==> src/rtl/load_store_unit.sv <==
// Data-side load/store bridge: turns a datapath load/store into one handshaked
// word-bus transaction, stalling the core until the bus acks or times out.
module load_store_unit #(
  parameter int unsigned WIDTH   = 32,
  parameter int unsigned TIMEOUT = 16
) (
  input  logic             clk,
  input  logic             rst,
  input  logic             mem_read,
  input  logic             mem_write,
  input  logic [2:0]       ls_op,
  input  logic [WIDTH-1:0] addr,
  input  logic [WIDTH-1:0] store_data,
  output logic [WIDTH-1:0] load_data,
  output logic             stall,
  output logic             lsu_fault,
  output logic             bus_err,
  output logic             mem_req,
  output logic             mem_we,
  output logic [WIDTH-1:0] mem_addr,
  output logic [3:0]       mem_be,
  output logic [WIDTH-1:0] mem_wdata,
  input  logic [WIDTH-1:0] mem_rdata,
  input  logic             mem_ack
);

  localparam logic [2:0] OpB  = 3'b000;
  localparam logic [2:0] OpH  = 3'b001;
  localparam logic [2:0] OpW  = 3'b010;
  localparam logic [2:0] OpBu = 3'b100;
  localparam logic [2:0] OpHu = 3'b101;

  localparam int unsigned CntW = (TIMEOUT > 1) ? $clog2(TIMEOUT) : 1;

  typedef enum logic [1:0] {StIdle, StBusy, StDone} state_e;

  state_e           state_q, state_d;
  logic             we_q, we_d;
  logic [WIDTH-1:0] addr_q, addr_d;
  logic [3:0]       be_q, be_d;
  logic [WIDTH-1:0] wdata_q, wdata_d;
  logic [2:0]       op_q, op_d;
  logic [1:0]       lane_q, lane_d;
  logic [WIDTH-1:0] ld_q, ld_d;
  logic             bus_err_q, bus_err_d;
  logic [CntW-1:0]  cnt_q, cnt_d;

  logic             req, illegal, misaligned;
  logic [3:0]       be_new;
  logic [WIDTH-1:0] wdata_new;
  logic [7:0]       byte_sel;
  logic [15:0]      half_sel;
  logic [WIDTH-1:0] ext_data;

  // Access decode for the incoming request.
  always_comb begin
    req        = mem_read | mem_write;
    illegal    = 1'b0;
    misaligned = 1'b0;
    be_new     = 4'b0000;
    wdata_new  = store_data;
    case (ls_op)
      OpB, OpBu: begin
        be_new    = 4'b0001 << addr[1:0];
        wdata_new = {(WIDTH/8){store_data[7:0]}};
      end
      OpH, OpHu: begin
        be_new     = 4'b0011 << {addr[1], 1'b0};
        wdata_new  = {(WIDTH/16){store_data[15:0]}};
        misaligned = addr[0];
      end
      OpW: begin
        be_new     = 4'b1111;
        misaligned = |addr[1:0];
      end
      default: illegal = 1'b1;
    endcase
  end

  // Lane extraction and extension of the returned word.
  always_comb begin
    byte_sel = mem_rdata[{lane_q, 3'b000} +: 8];
    half_sel = mem_rdata[{lane_q[1], 4'b0000} +: 16];
    case (op_q)
      OpB:     ext_data = {{(WIDTH-8){byte_sel[7]}}, byte_sel};
      OpBu:    ext_data = {{(WIDTH-8){1'b0}}, byte_sel};
      OpH:     ext_data = {{(WIDTH-16){half_sel[15]}}, half_sel};
      OpHu:    ext_data = {{(WIDTH-16){1'b0}}, half_sel};
      default: ext_data = mem_rdata;
    endcase
  end

  always_comb begin
    state_d   = state_q;
    we_d      = we_q;
    addr_d    = addr_q;
    be_d      = be_q;
    wdata_d   = wdata_q;
    op_d      = op_q;
    lane_d    = lane_q;
    ld_d      = ld_q;
    cnt_d     = cnt_q;
    bus_err_d = 1'b0;
    stall     = 1'b0;
    lsu_fault = 1'b0;
    unique case (state_q)
      StIdle: begin
        if (req) begin
          if (illegal || misaligned) begin
            lsu_fault = 1'b1;
          end else begin
            stall   = 1'b1;
            we_d    = mem_write;
            addr_d  = {addr[WIDTH-1:2], 2'b00};
            be_d    = be_new;
            wdata_d = wdata_new;
            op_d    = ls_op;
            lane_d  = addr[1:0];
            cnt_d   = '0;
            state_d = StBusy;
          end
        end
      end
      StBusy: begin
        stall = 1'b1;
        cnt_d = cnt_q + CntW'(1);
        if (mem_ack) begin
          if (!we_q) ld_d = ext_data;
          state_d = StDone;
        end else if (TIMEOUT != 0 && cnt_q == CntW'(TIMEOUT - 1)) begin
          bus_err_d = 1'b1;
          ld_d      = '0;
          state_d   = StDone;
        end
      end
      StDone: state_d = StIdle;
      default: state_d = StIdle;
    endcase
  end

  always_ff @(posedge clk or negedge rst) begin
    if (!rst) begin
      state_q   <= StIdle;
      we_q      <= 1'b0;
      addr_q    <= '0;
      be_q      <= 4'b0000;
      wdata_q   <= '0;
      op_q      <= 3'b000;
      lane_q    <= 2'b00;
      ld_q      <= '0;
      bus_err_q <= 1'b0;
      cnt_q     <= '0;
    end else begin
      state_q   <= state_d;
      we_q      <= we_d;
      addr_q    <= addr_d;
      be_q      <= be_d;
      wdata_q   <= wdata_d;
      op_q      <= op_d;
      lane_q    <= lane_d;
      ld_q      <= ld_d;
      bus_err_q <= bus_err_d;
      cnt_q     <= cnt_d;
    end
  end

  // Request follows state so an asynchronous reset drops it immediately.
  assign mem_req   = (state_q == StBusy);
  assign mem_we    = we_q;
  assign mem_addr  = addr_q;
  assign mem_be    = be_q;
  assign mem_wdata = wdata_q;
  assign load_data = ld_q;
  assign bus_err   = bus_err_q;

endmodule

==> config.mk <==
export PLATFORM = sky130hd
export DESIGN_NAME = load_store_unit
export DESIGN_NICKNAME = d
export VERILOG_FILES = /design/src/rtl/load_store_unit.sv
export SDC_FILE = /design/constraint.sdc
export NUM_CORES = 1
export LEC_CHECK = 0
export CAP_MARGIN = 20
export CORE_MARGIN = 5
export CORE_UTILIZATION = 44
export DETAILED_ROUTE_END_ITERATION = 7
export GPL_TIMING_DRIVEN = 1
export PLACE_DENSITY = 0.82
export SYNTH_ARGS = -nofsm -noshare
export SYNTH_HDL_FRONTEND = slang
export SYNTH_SLANG_ARGS = --single-unit
export TNS_END_PERCENT = 30
==> constraint.sdc <==
create_clock -name clk -period 2.23 [get_ports clk]
set_clock_uncertainty 0.2 [all_clocks]
set_input_delay 0.223 -clock clk [delete_from_list [all_inputs] [get_ports clk]]
set_output_delay 0.223 -clock clk [all_outputs]
set_load 0.1 [all_outputs]
## Yosys cells after proc, flatten, opt, wreduce, memory -nomap -nowiden

Index checks and enable logic that the tools add are counted.

| storage, ports and cells | value |
|---|---|
| register bits after elaboration | 111 |
| latch bits | 0 |
| memory bits (writable) | 0 |
| bits in read-only memories | 0 |
| memories | 0 |

| cells by class | value |
|---|---|
| add/sub/neg operators | 1 |
| $mul | 0 |
| divide/modulo/power cells | 0 |
| order comparisons | 0 |
| eq/ne operators | 13 |
| shift operators | 4 |
| muxes and demuxes | 25 |
| bitwise logic cells | 2 |
| reduce and logical (&&, ||, !) cells | 14 |

Operators with widths:

| operator | number |
|---|---|
| $pmux W32 S4 | 1 |
| $mux W32 | 3 |
| $pmux W32 S2 | 1 |
| $shiftx A32 B6 Y16 | 1 |
| $shiftx A32 B6 Y8 | 1 |
| $eq A3 B3 Y1 const B | 4 |
| $pmux W4 S3 | 1 |
| $reduce_and A3 Y1 | 4 |
| $mux W1 | 9 |
| $mux W2 | 4 |
| $mux W4 | 2 |
| $pmux W4 S2 | 1 |
| $eq A3 B1 Y1 const B | 2 |
| $logic_not A3 Y1 | 2 |
| $ne A2 B2 Y1 const B | 3 |
| $reduce_or A2 Y1 | 3 |
| $reduce_or A5 Y1 | 1 |
| $add A4 B1 Y4 const B | 1 |
| $eq A4 B4 Y1 const B | 1 |
| $pmux W1 S2 | 2 |
| $pmux W2 S2 | 1 |
| $reduce_bool A2 Y1 | 2 |
| $shl A1 B2 Y4 const A | 1 |
| $shl A2 B2 Y4 const A | 1 |
| 7 further kinds | 7 |

## Longest topological paths before layout

Gate-level depths: netlist of the first run.

| logic depth | value |
|---|---|
| word-level depth | 7 |
| depth in mapped cells | 7 |

## Worst setup path before layout of the first run

No wires, ideal clock.

| timing path | value |
|---|---|
| path type | in2out |
| from | input port ls_op[0] |
| to | output port lsu_fault |
| arrival | 2683 ps |
| required time | 1807 ps |
| path slack | -876 ps |
| stages on the path | 3 |
| path buffers | 1 |
| cells stage by stage | clkbuf_1 > a21oi_1 > nor3_1 |

| on the way | value |
|---|---|
| word-level cells in the longest chain between the ends | 7 |
| elaborated cells on any way between the ends | 13 |
| those cells by class | eq/ne (4); mux (5); reduce/logical (4) |

RTL lines:

| item | line | RTL |
|---|---|---|
| start, declared | 11 | `input logic [2:0] ls_op,` |
| $eq A3 B1 Y1, or another cell as far along | 62 | `case (ls_op)` |
| $reduce_or A2 Y1 or $reduce_or A5 Y1 (tied branches) | n/a |  |
| $pmux W1 S2 or $mux W1 (tied branches) | 62 |  |
| $logic_or A1 B1 Y1 (*) | 109 | `if (illegal \|\| misaligned) begin` |
| $mux W1 (*) | 109 |  |
| $mux W1 (*) | 108 | `if (req) begin` |
| $mux W1 (*) | 106 | `unique case (state_q)` |
| end, declared | 16 | `output logic lsu_fault,` |

Every way passes the cells marked *; elsewhere a longest branch is shown, timed or not.

## Worst setup path in the final report of the first run

| timing path | value |
|---|---|
| from | input port addr[0] |
| to | output port stall |

| on the way | value |
|---|---|
| word-level cells in the longest chain between the ends | 6 |

RTL lines:

| item | line | RTL |
|---|---|---|
| start, declared | 12 | `input logic [WIDTH-1:0] addr,` |
| $reduce_or A2 Y1 | 74 | `misaligned = \|addr[1:0];` |
| $pmux W1 S2 (*) | 62 |  |
| $logic_or A1 B1 Y1 (*) | 109 |  |
| $mux W1 (*) | 109 |  |
| $mux W1 (*) | 108 |  |
| $pmux W1 S2 (*) | 106 |  |
| end, declared | 15 | `output logic stall,` |

Marks and branches as above.

==> impl_metrics.py, run 1 <==
metrics = {
    "setup_path": {
        "worst_setup_path_end_kind": "output port",
        "r2r-end": "load_data[10]$_DFFE_PN0P_",
        "rr_worst_depth": 5,
        "rr_startpoint": "lane_q[0]$_DFFE_PN0P_",
        "startpoint_type": "primary input",
        "required_ns": 1.81,
        "worstPathMaxFanout": 4,
        "r2r_slack_ns": 0.11,
        "crit_type": "primary input to output port",
        "crit_arrival_ns": 1.73,
    },
    "sta": {
        "worstMarginPinSlew_ns": 1.077,
        "hold_viol_final": 0,
        "finalCriticalPeriod_ns": 2.153,
        "slew_headroom_pct": 27.92,
        "fmax_mhz": 464.5,
        "rsz0062_at_grt": "no",
        "slew_viol_final": 0,
        "finalCritPeriodShare_pct": 96.53,
        "setup_viol": 0,
    },
    "yosys": {
        "syn_area_per_cell_sq_um": 11.37,
        "synth_area_leader_cell": "dfrtp_1",
        "ys_types": 49,
        "syn_inst": 455,
        "synth_top_area_share_pct": 53.71,
        "yosysSeqAreaShare_pct": 53.71,
        "synth-async-reset-ratio_pct": 100.0,
        "synth_flop_cell": "dfrtp_1",
        "synth_edf_count": 0,
        "yosys_register_bits": 111,
        "yosys_warnings": 0,
        "synth_common_cells": "111 x dfrtp_1, 54 x nand2_1, 45 x o21ai_0",
        "syn-cell-area_sq_um": 5171,
        "synthTopCellsByArea": "dfrtp_1 54%, mux2_2 9.1%, mux2i_1 6.4%",
        "yosysMostFrequentCell": "dfrtp_1",
    },
    "clock_network": {
        "cts_buffers": 9,
        "cts_max_level": 3,
        "cts_sinks": 111,
        "insertion_delay_ns": 0.35,
        "cts.clk_slew.worst_paths_ns": 0.07,
        "clock-root-buffer": "clkbuf_16",
        "cts_max_path_buffers": 2,
        "cts_tree": "built",
    },
    "global_routing": {
        "grt_pass1_vias": 4767,
        "antenna_found_initial": 0,
        "grt-ovfl-total": 0,
        "grt_pass1_wl_microns": 24630,
        "track_usage_pct": 21.66,
        "grt_max_degree": 53,
    },
    "cells_and_area": {
        "nFillCells": 865,
        "regArea_sq_um": 2779,
        "syn2layout_area_growth_pct": 48.75,
        "nets": 773,
        "postLayoutCellArea_sq_um": 7692,
        "multiInputGateArea_sq_um": 2257,
        "antenna_cells": 0,
        "layout-drive-gt1-share_pct": 31.85,
    },
    "detailed_routing": {
        "avgViaCountPerCell": 5.545,
        "drcViolationCount": 0,
        "ant_nets": 0,
        "via_count": 4519,
        "dr.first_iter.drc_count": 408,
        "wl_per_cell_microns": 18.92,
        "dr.pass1.iters": 5,
        "routed_wl_microns": 15420,
    },
    "floorplanning": {
        "top_level_ports": 209,
        "core_sq_um": 11470,
        "die_h_microns": 118.4,
        "die_w_microns": 118.4,
        "dieArea_sq_um": 14020,
        "rows": 39,
        "start_util_pct": 45.10,
    },
    "placement": {
        "postPlaceCellArea_sq_um": 7350,
        "io_buffers": 206,
        "gp_routability_congestion": 0.9275,
        "dp_hpwl_microns": 11670,
    },
    "run": {
        "max_cap_viol_count": 0,
    },
    "worst_hold_path": {
        "hold_path_class": "primary input to asynchronous set/reset pin",
    },
    "outcome": {
        "run_status": "completed",
    },
}
[worst max path at each step]
stage,from,end,depth (start not counted)
floorplan,state_q[1]$_DFFE_PN0P_,lsu_fault,3
CTS,addr[0],stall,6
global placement,mem_rdata[23],load_data[18]$_DFFE_PN0P_,6
finish,addr[0],stall,6
global route,addr[0],stall,6
detailed placement,ls_op[0],mem_addr[25]$_DFFE_PN0P_,5
[per-layer routing]
metal  vias to the layer above  part of all wire [%]  global-route usage [%]
li1                       2075                     -                       -
met1                      2184                    39                   26.04
met2                       228                    49                   36.18
met3                        32                   9.0                   6.972
met4                         0                   2.7                   8.646
met5                         -                     0                       0
[through the flow]
step	worst slack [ns]	util (%)	hold slack [ns]	instances	TNS, ns
2_1_floorplan	-0.05337	-	-0.2726	456	-0.05337
3_3_place_gp	-0.02694	64.09	-0.02314	798	-0.5533
3_5_place_dp	-0.09736	64.09	-0.01738	798	-4.342
4_1_cts	0.04251	67.00	0.1604	815	0
5_1_grt	0.006773	67.08	0.1814	815	0
6_report	0.07735	67.08	0.1458	815	0
[critical path, stage by stage]
cell and delay [ns]:
clkdlybuf4s50_1 0.44, buf_4 0.17, nor4_4 0.32, o22ai_2 0.15, a21oi_4 0.21, buf_12 0.19
[flip-flops by register name, summed over array words and instances (netlist names)]
name and flops:
bus_err 1, op_q 3, load_data 32, cnt_q 4, lane_q 2, mem_wdata 32, mem_be 4, state_q 2
mem_we 1, mem_addr 30
[cells in the final DEF, fill, tap and decap left out, types with 2 or more instances in the layout]
cell / count
buf_4: 123
dfrtp_1: 110
clkdlybuf4s50_1: 102
nand2_1: 54
o21ai_0: 45
mux2_2: 42
mux2i_1: 33
a221o_2: 16
nor2_1: 14
a21oi_1: 14
o22ai_1: 9
clkbuf_16: 9
buf_12: 9
inv_1: 8
nor2b_1: 7
nand2b_1: 7
a32o_1: 7
nor3_1: 5
o221ai_1: 3
or3_1: 3
a22o_1: 3
and2_1: 2
a31oi_1: 2
a221oi_1: 2
xor2_1: 2
or3b_1: 2
o21a_1: 2
a22oi_1: 2
conb_1: 2
clkinv_2: 2
bufinv_16: 2
[logic make-up (layout without fill, tap and decap cells)]
group,Yosys count,after routing,synth area share (%)
AND/OR/NAND/NOR,104,104,9.751
flip-flops,111,111,53.71
XOR/XNOR,2,2,0.3388
buffers and inverters,42,258,3.678
adder cells (fa/ha/maj),1,1,0.2419
AO/OA/AOI/OAI,118,118,16.16
other,1,2,0.07252
multiplexers,76,76,16.04
[layout make-up]
cell class | instances | area share, %
clock buffers | 11 | 3.155
clock inverters | 4 | 0.9109
inverters | 8 | 0.3904
multi-input cells | 303 | 29.34
flip-flops and latches | 111 | 36.13
well taps | 143 | 2.326
repair buffers | 235 | 27.75
[what timing repair did]
item / 4_1_cts / 5_1_grt
setup endpoints to repair: 1 / 17
endpoints found under the hold margin: 28 / 0
resized for setup: 1 / 2
setup buffers: 1 / 0
pin swaps: 1 / 0
hold buffers: 1 / 0
Power of run 1 is not shown: default switching activity piles up to over one toggle a cycle in this logic, so the estimate is an artifact.
==> run 2, diff against run 1 <==
--- a/config.mk
+++ b/config.mk
@@ -5,7 +5,6 @@
 export SDC_FILE = /design/constraint.sdc
 export NUM_CORES = 1
 export LEC_CHECK = 0
-export CAP_MARGIN = 20
 export CORE_MARGIN = 5
 export CORE_UTILIZATION = 44
 export DETAILED_ROUTE_END_ITERATION = 7
==> results of run 2 <==
Same layout as run 1: the final DEF is identical, and so are final timing and power.
Power of run 2 is left out for the same reason.
==> run 3, diff against run 2 <==
--- a/config.mk
+++ b/config.mk
@@ -5,8 +5,10 @@
 export SDC_FILE = /design/constraint.sdc
 export NUM_CORES = 1
 export LEC_CHECK = 0
+export CAP_MARGIN = 15
 export CORE_MARGIN = 5
 export CORE_UTILIZATION = 44
+export CTS_CLUSTER_SIZE = 12
 export DETAILED_ROUTE_END_ITERATION = 7
 export GPL_TIMING_DRIVEN = 1
 export PLACE_DENSITY = 0.82
==> results of run 3 <==
Same layout as run 1: the final DEF is identical, and so are final timing and power.
Power of run 3 is left out for the same reason.
==> RTL edit (flow settings as in run 2) <==
Encoding of `state_e`: now one-hot (3 bits for 3 states).
--- a/src/rtl/load_store_unit.sv
+++ b/src/rtl/load_store_unit.sv
@@ -32,7 +32,7 @@
 
   localparam int unsigned CntW = (TIMEOUT > 1) ? $clog2(TIMEOUT) : 1;
 
-  typedef enum logic [1:0] {StIdle, StBusy, StDone} state_e;
+  typedef enum logic [2:0] {StIdle = 3'b001, StBusy = 3'b010, StDone = 3'b100} state_e;
 
   state_e           state_q, state_d;
   logic             we_q, we_d;
Function: no difference found for any inputs over 4 cycles, from zero or initial values and one cycle with rst low; so few cycles prove little.
==> RTL edit against run 2 <==
Count of clock-buffer cells in the layout down 2; sequential share of layout area down 0.39 points; register-to-register slack better by 40 ps; synthesized area about the same; wire length up 2.6%; worst hold slack better by 94 ps; synthesized cell count up 0.66%; critical path depth unchanged; core utilization up 1.4 points; largest cell class unchanged; sequential cell count up 1; setup slack better by 17 ps; cell area up 2.0%.
Power is not shown: default switching activity piles up to over one toggle a cycle in this logic, so the estimate is an artifact.
==> RTL edit: results (changes against run 2) <==
| Metric | Value |
|---|---|
| R2R Path End | load_data[20] |
| Worst-margin pin slew | 684 ps (-394 ps) |
| Setup ws final | 94.1 ps (+16.8 ps) |
| Sequential area share after synthesis | 54.2% (+0.46 points) |
| Compound-cell area share of the yosys netlist | 15.0% (-1.2 points) |
| Vias in the first global route | 4872 (+2.2%) |
| Worst Setup SP | state_q[0] |
| TritonRoute pass-1 iters | 4 (-1) |
| Num CTS Buffers | 9 (unchanged) |
| Global-route wire length before repair | 25400 um (+3.2%) |
| Status | finished clean |
| Worst reg-to-reg path cell count | 5 (unchanged) |
| Xor and xnor area share after synthesis | 0.169% (-0.17 points) |
| Antenna violations before repair | 1 (+1) |
| Wire length on met3 | 1750 um (+26%) |
| Post-synth top cells | 111 x dfrtp_1, 60 x nand2_1, 47 x o21ai_0, 45 x mux2_2, 30 x mux2i_1 |
| Hold WC Path Type | in2async |
| Synth warn | 0 (unchanged) |
| Worst slack at placement | -122 ps (-25.1 ps) |
| Gr usage total | 22.3% (+0.60 points) |
| # nets final | 787 (+1.8%) |
| Routability-driven placement congestion ratio | 0.896 (-3.4%) |
| PortBufs | 206 (unchanged) |
| FFs w/ async S/R, synth | 100% (unchanged) |
| Worst EP arrival | 1710 ps (-20 ps) |
| CP Max Fanout | 4 (unchanged) |
| CTS max path bufs | 2 (unchanged) |
| Post-synthesis cell type count | 53 (+8.2%) |
| Critical path destination | stall |
| R2r setup slk | 150 ps (+40 ps) |
| Worst-Skew Late Latency | 350 ps (about the same) |
| Synth top area cells | dfrtp_1 54%, mux2_2 9.8%, mux2i_1 5.8% |
| Post-Synth Adder-Cell Area | 0.242% (about the same) |
| Clk root buf | clkbuf_16 |
| Met2 WL | 7980 um (+5.4%) |
| Multiplexer share of the synthesized area | 16.6% (+0.56 points) |
| Met1 wire length | 5800 um (-3.9%) |
| Share of cells above drive strength 1 | 34.2% (+2.4 points) |
| Max H-tree Level | 3 (unchanged) |
| DR iter-0 viols | 337 (-17%) |
| Top Layer Used | met4 |
| Vias per std cell | 5.50 (-0.75%) |
| Dpl hpwl | 12200 um (+4.8%) |
| Largest net degree at the start of global routing | 48 (-9.4%) |
| DR WL/cell | 19.0 um (+0.64%) |
| R2R Path Start | op_q[0] |
| Fill cell count | 861 (-0.46%) |
| Reg clk slew, reported paths | 70 ps (about the same) |
| Fin Hold WS | 240 ps (+94.0 ps) |
[RTL edit: changes by cell type after synthesis, sizes merged, moves of 3 or more]
cell    change
a22o        -3
a32o        -4
inv         -4
mux2        +3
mux2i       -3
nand2       +6
nand2b      -6
nand3       +4
nor2        +3
nor2b       -4
nor3b       +4
o221ai      +3
o22ai      -10
or3         +3
[RTL edit: timing repair]
item                       4_1_cts  5_1_grt
hold endpoints to repair        43        0
pin swaps                        1        0
hold buffers                     1        0
buffers inserted                 0        2
cloned                           0        0
setup endpoints to repair        1        1
gates resized for setup          4        2
[RTL edit: final cells by class]
cell class	count	area share (%)
Sequential cell	112	35.7
Clock buffer	9	2.87
Antenna cell	1	0.0319
Inverter	6	0.351
Timing Repair Buffer	245	28.6
Multi-Input combinational cell	308	28.6
Clock inverter	7	1.53
Tap cell	143	2.28
[RTL edit: how the worst min path moves through the flow]
stage | start | to | cells past startpoint
finish | rst | state_q[1] | 2
floorplan | rst | bus_err | 0
global route | addr[12] | mem_addr[12] | 2
CTS | rst | load_data[22] | 2
global placement | rst | load_data[20] | 1
detailed placement | rst | load_data[20] | 1
[RTL edit: per-stage QoR]
step                instance area, sq um  utilization [%]  std cells  setup TNS [ps]
floorplan                           5190                -        459            -253
global placement                    7460             65.1        811           -1640
detailed placement                  7460             65.1        811           -4510
CTS                                 7830             68.3        828               0
global route                        7850             68.4        831               0
finish                              7850             68.4        831               0
[RTL edit: worst max-delay path: stages (launching register included)]
cell and delay (ps):
dfstp_2 520, nor3b_2 160, buf_4 160, o221ai_4 110, and2_4 190, inv_2 60, buf_12 160
[RTL edit: per-layer routing]
metal,up-vias,global-route usage [%]
met5,-,0
met4,0,7.09
met3,24,9.22
met2,209,38.4
met1,2228,25.1
li1,2112,-
